===== src/rtl/pc_fetch_unit.sv =====
// ----------------------------------------------------------------------------
// pc_fetch_unit
//   Owns the program counter and the instruction-memory fetch handshake.
//   Fetches one instruction word, holds it stable for the decoder until the
//   datapath retires it, then computes the next PC and fetches again.
//
// Ports
//   clk, rstn            clock (rising edge), async active-low reset
//   imem_req/addr        fetch request and address (addr is always pc)
//   imem_rdy/rdata       imem data-valid strobe and instruction word
//   instr/instr_valid    held instruction word to the decoder
//   pc, pc_plus4         address of held instruction, pc+4 (combinational)
//   retire, stall        datapath handshake; stall blocks retire
//   npc_op               000 plus4, 001 branch, 010 jal, 100 jalr
//   branch_taken, imm,   next-PC operands
//   alu_result
//   misalign, npc_err,   sticky error flags, cleared only by reset
//   fetch_err
// ----------------------------------------------------------------------------
module pc_fetch_unit #(
    parameter logic [31:0] RESET_PC     = 32'h0000_0000,
    parameter int unsigned IMEM_TIMEOUT = 255
) (
    input  logic        clk,
    input  logic        rstn,
    output logic        imem_req,
    output logic [31:0] imem_addr,
    input  logic        imem_rdy,
    input  logic [31:0] imem_rdata,
    output logic [31:0] instr,
    output logic        instr_valid,
    output logic [31:0] pc,
    output logic [31:0] pc_plus4,
    input  logic        retire,
    input  logic        stall,
    input  logic [2:0]  npc_op,
    input  logic        branch_taken,
    input  logic [31:0] imm,
    input  logic [31:0] alu_result,
    output logic        misalign,
    output logic        npc_err,
    output logic        fetch_err
);

    typedef enum logic [1:0] {IDLE, FETCH, HOLD} state_t;

    localparam logic [31:0] TIMEOUT = 32'(IMEM_TIMEOUT);

    state_t      state;
    logic [31:0] tcnt;
    logic [31:0] target;
    logic        illegal_op;

    assign pc_plus4  = pc + 32'd4;
    assign imem_addr = pc;

    // Raw next-PC target before alignment fix-up.
    always_comb begin
        target     = pc_plus4;
        illegal_op = 1'b0;
        case (npc_op)
            3'b000: target = pc_plus4;
            3'b001: target = branch_taken ? (pc + imm) : pc_plus4;
            3'b010: target = pc + imm;
            3'b100: target = alu_result & ~32'h1;
            default: begin
                target     = pc_plus4;
                illegal_op = 1'b1;
            end
        endcase
    end

    always_ff @(posedge clk or negedge rstn) begin
        if (!rstn) begin
            state       <= IDLE;
            pc          <= RESET_PC;
            imem_req    <= 1'b0;
            instr       <= 32'h0;
            instr_valid <= 1'b0;
            misalign    <= 1'b0;
            npc_err     <= 1'b0;
            fetch_err   <= 1'b0;
            tcnt        <= 32'h0;
        end else begin
            case (state)
                IDLE: begin
                    if (!stall) begin
                        state    <= FETCH;
                        imem_req <= 1'b1;
                    end
                end
                FETCH: begin
                    // rdy is honoured even under stall so an in-flight
                    // handshake is never abandoned.
                    if (imem_rdy) begin
                        instr       <= imem_rdata;
                        instr_valid <= 1'b1;
                        imem_req    <= 1'b0;
                        tcnt        <= 32'h0;
                        state       <= HOLD;
                    end else if (TIMEOUT != 32'h0) begin
                        // Flag and restart the wait; the request stays up,
                        // which re-issues it at the same pc.
                        if (tcnt == TIMEOUT - 32'h1) begin
                            fetch_err <= 1'b1;
                            tcnt      <= 32'h0;
                        end else begin
                            tcnt <= tcnt + 32'h1;
                        end
                    end
                end
                HOLD: begin
                    if (retire && !stall) begin
                        // A target with bit1 set is forced down to the
                        // enclosing word.
                        if (target[1]) begin
                            pc       <= target & ~32'h3;
                            misalign <= 1'b1;
                        end else begin
                            pc <= target;
                        end
                        if (illegal_op) npc_err <= 1'b1;
                        instr_valid <= 1'b0;
                        imem_req    <= 1'b1;
                        state       <= FETCH;
                    end
                end
                default: begin
                    state    <= IDLE;
                    imem_req <= 1'b0;
                end
            endcase
        end
    end

endmodule


===== config.mk =====
export PLATFORM = sky130hd
export DESIGN_NAME = pc_fetch_unit
export DESIGN_NICKNAME = d
export VERILOG_FILES = /design/src/rtl/pc_fetch_unit.sv
export SDC_FILE = /design/constraint.sdc
export NUM_CORES = 1
export LEC_CHECK = 0
export ABC_AREA = 0
export CORE_MARGIN = 2
export CORE_UTILIZATION = 49
export CTS_BUF_LIST = sky130_fd_sc_hd__clkbuf_8
export CTS_CLUSTER_DIAMETER = 80
export DETAILED_ROUTE_END_ITERATION = 12
export PLACE_DENSITY = 0.94
export RECOVER_POWER = 100
export SKIP_LAST_GASP = 1
export SLEW_MARGIN = 20
export SYNTH_ARGS = -nofsm -noshare
export SYNTH_HDL_FRONTEND = slang
export SYNTH_SLANG_ARGS = --single-unit

===== constraint.sdc =====
create_clock -name clk -period 2.9 [get_ports clk]
set_clock_uncertainty 0.05 [all_clocks]
set_input_delay 0.435 -clock clk [delete_from_list [all_inputs] [get_ports clk]]
set_output_delay 0.435 -clock clk [all_outputs]
set_load 0.02 [all_outputs]

Word-level counts from Yosys, hierarchy flattened:

Cells that the tools add are included.

* output and inout bits: 133
* register bits: 103
* logic and storage cells: 52

* equality and inequality tests: 9
* bitwise operators: 2
* add/sub/neg operators: 3
* muxes and demuxes: 16
* reductions and logical operators: 13

Operator list (count)
* 32-bit two-way mux: 3
* 32-bit one-hot mux with 3 select lines: 1
* 32-bit by 1-bit adder with 32-bit output (second input constant): 1
* 32-bit by 3-bit adder with 32-bit output (second input constant): 1
* 32-bit adder: 1
* 32-bit by 8-bit == test with 1-bit output (second input constant): 1
* 3-bit AND reduction: 5
* 1-bit two-way mux: 6
* 2-bit two-way mux: 3
* 2-bit != test (second input constant): 3
* 2-bit one-hot mux with 3 select lines: 1
* 2-bit AND reduction: 2
* 4-bit OR reduction: 1
* 3-bit by 1-bit == test with 1-bit output (second input constant): 1
* 3-bit by 2-bit == test with 1-bit output (second input constant): 1
* 3-bit == test (second input constant): 1
* 3-bit zero test: 1
* 1-bit one-hot mux with 3 select lines: 1
* 2-bit by 1-bit == test with 1-bit output (second input constant): 1
* 2-bit == test (second input constant): 1
* 2-bit zero test: 1
* 1-bit inverter: 2
* 1-bit one-hot mux with 2 select lines: 1
* 2-bit nonzero test: 1
* other kinds (2): 2

Longest topological paths before layout:

* depth after elaboration: 4
* depth in mapped cells: 10

Worst setup path after synthesis:

Ideal clock, no wire load.

* kind: register -> output
* from: reg pc[2] (netlist: imem_addr[2])
* to: out pc_plus4[26]
* arrival time: 2.245 ns
* slack: 0.170 ns
* required time: 2.415 ns
* cell stages (with the launch flop): 7
* cell sequence: dfrtp_1 ha_1 nand4_1 nor4_2 and4_1 nand3_1 xnor2_1

* cells in the longest elaborated chain, start to end: 1

Ends and longest elaborated chain
* start: declaration: line 32 `output logic [31:0] pc,`
* start signal: assignment: line 117 `pc <= target & ~32'h3;`
* start signal: assignment: line 120 `pc <= target;`
* 32-bit by 3-bit adder with 32-bit output: line 54 `assign pc_plus4 = pc + 32'd4;`
* end: declaration: line 33 `output logic [31:0] pc_plus4,`

Every way passes these cells.

Final worst setup path:

* from: reg pc[2] (netlist: imem_addr[2])
* to: out pc_plus4[14]

Same word-level chain as after synthesis.

==> impl_metrics.toml <==
[outcome]
status = "complete, no violations"

[yosys]
ys_warn_count = 0
synth_cell_types = 68
yosysSeqAreaShare = 0.329
synth_enable_flop_cells = 0
synth_area_per_cell_um2 = 8.39
synth_area_mm2 = 0.00768
synth_async_sr_flop_share = 1.00
netlist_instances = 915
ys_ff_latch = 101
ys.flop_type = "dfrtp_1"

[drt]
wl_per_cell_um = 19.3
via_per_inst = 6.25
antenna_left = 0
first_pass_iters = 7
drt_iter0_drc = 1058
drc = 0
vias = 8861
routed_wl_mm = 27.3

[cells_and_area]
multi_input_area_mm2 = 0.00469
area_delta_synth_final_pct = 42.1
drive_gt1_frac = 0.167
layout.nets = 1340
nFillCells = 1110
regArea_mm2 = 0.00253
antennaDiodeCount = 0

[cts]
clk_pin_slew_ps = 100
cts.path.max_buffers = 2
cts_root_buffer = "clkbuf_8"
h-tree-depth = 3
cts_tree = "yes"
cts_buffers = 9
cts.sinks = 101
clock_latency_ps = 420

[timing]
setup_violations = 0
hold_ws_ps = 229
rsz0062_at_grt = "true"
tightest_slew_ps = 1260
fin_crit_ps = 2880
setup_slack_ps = 24.8
max_freq_ghz = 0.348
finalHoldViolCount = 0
maxSlewViolCount = 0
period_share = 0.991
slew_headroom = 0.158

[global_routing]
antenna_found_initial = 0
grt_max_degree = 47
grt-ovfl-total = 0
track_usage = 0.317
grt_pass1_vias = 8457
grt_pass1_wl_mm = 42.1

[floorplan]
die_x_um = 129
core.rowCount = 45
io_pins = 238
core_mm2 = 0.0153
dieArea_mm2 = 0.0167
start_util = 0.503
chipHeight_um = 129

[placement]
hpwl_mm = 20.2
place_ws_ps = -157
numPortBuffers = 233
gp_congestion = 1.01

[pwr]
powerDensity_mw_per_mm2 = 885
leakagePower_nw = 4.66
vdd_ir_drop_max_uv = 567

[worst_setup_path]
cp.arrival_ps = 2390
cp.required_ps = 2410
r2r_cells = 9
cp_max_fo = 3
end_kind = "primary output"
crit_type = "flip-flop to primary output"
crit_path_start_kind = "flip-flop"

[hold_path]
hold_path.class = "primary input to asynchronous set/reset pin"

[flow_run]
drv_cap = 0
## registers in the layout (all words and copies together), names as in the netlist
register and flops:
fetch_err 1, imem_addr 31, imem_req 1, instr 32, instr_valid 1, misalign 1
npc_err 1, state 1, tcnt 32
## final timing paths
path                              startpoint       endpoint  slack [ps]
max in group asynchronous               rstn      instr[30]        1210
worst min-delay path                    rstn      instr[15]         230
worst min register to register       npc_err        npc_err         420
worst max register to register  imem_addr[9]  imem_addr[25]          50
min in group clk                     npc_err        npc_err         420
worst max-delay path            imem_addr[2]   pc_plus4[14]          20
## cells in the final DEF (no fill, tap or decap), drive strengths merged, types with 14 or more instances in the layout
cell type	Yosys	routed
buf	45	111
clkdlybuf4s50	0	105
dlygate4sd3	0	104
nand2	101	101
dfrtp	101	101
o21ai	90	90
nor2	51	51
a21oi	47	47
nand3	41	41
ha	34	34
mux2	33	33
xnor2	29	29
clkbuf	35	28
nand4	25	25
nor3	24	24
inv	18	23
and3	21	21
a31oi	19	19
xor2	17	17
a221oi	15	15
a21o	14	14
nor4	14	14
## report_power, final
group / switching [mW] / internal (mW) / leakage, nW
registers: 0.321 / 1.85 / 1.26
clock network: 0.604 / 0.342 / 0.101
logic: 3.66 / 2.88 / 3.30
## through the flow
step	cells	setup TNS (ps)	instance area, um2	util	power, mW
detailed placement	1398	-677	10700	0.704	8.90
global route	1417	-173	10900	0.715	10.1
global placement	1398	-137	10700	0.704	8.71
CTS	1416	0	10900	0.717	9.80
finish	1417	0	10900	0.715	9.65
floorplan	917	0	7690	-	5.96
## critical path, cell delays in order (launching register included)
cell and delay [ps]:
dfrtp_1 370, ha_1 200, nand4_1 200, buf_4 210, nor2_1 230, and4_1 240, xor2_1 230, clkdlybuf4s15_2 300
## Yosys cell counts (8+ instances only)
library cell    n  area share
a21o_1         14       0.014
ha_1           34       0.055
nand3_1        41       0.027
and3_1         21       0.017
o31ai_1        10      0.0098
nor4_1         12      0.0098
xnor2_1        29       0.033
nand2_1       101       0.049
mux2_2         33       0.048
a21oi_1        47       0.031
buf_4          38       0.037
nand4_1        25       0.020
or3_1          10      0.0081
o21ai_1        25       0.016
xor2_1         17       0.019
clkbuf_1       35       0.017
nand2b_1        8      0.0065
a221oi_1       14       0.016
o211ai_1        8      0.0078
nor3_1         22       0.014
o21ai_0        65       0.042
nor2_1         51       0.025
dfrtp_1       101        0.33
a22oi_1         9      0.0088
a31oi_1        19       0.015
inv_1          17      0.0083
## layout make-up
class | count | share of cell area
inverter | 18 | 0.00619
clock buffer | 9 | 0.0114
tap | 211 | 0.0242
clock inverter | 7 | 0.00677
timing repair buffer | 353 | 0.290
multi-input combinational | 718 | 0.430
sequential | 101 | 0.232
## layer usage
layer	vias up	GRT usage	wire length, um
met5	-	0	0
met3	153	0.0545	2840
li1	3947	-	-
met4	0	0.160	1460
met1	4108	0.398	10200
met2	653	0.527	12800
## kinds of logic (layout without fill, tap and decap cells)
kind of cell / Yosys count / after routing / share of synthesized area
xor gates and xnor gates: 46 / 46 / 0.0525
AOI/OAI and AO/OA: 262 / 262 / 0.217
DFF: 101 / 101 / 0.329
muxes: 40 / 40 / 0.0575
other: 1 / 3 / 0.000488
adders and majority gates: 35 / 35 / 0.0567
buffers and inverters: 98 / 387 / 0.0666
and+or+nand+nor: 332 / 332 / 0.220
## what timing repair did
| item | CTS | global route |
|---|---|---|
| resized for setup | 40 | 23 |
| pin swaps | 3 | 1 |
| hold endpoints to repair | 0 | 0 |
| buffers inserted | 2 | 1 |
| setup endpoints to repair | 22 | 15 |
| hold buffers | 0 | 0 |
Note: power is estimated with default switching activity, not from simulation.
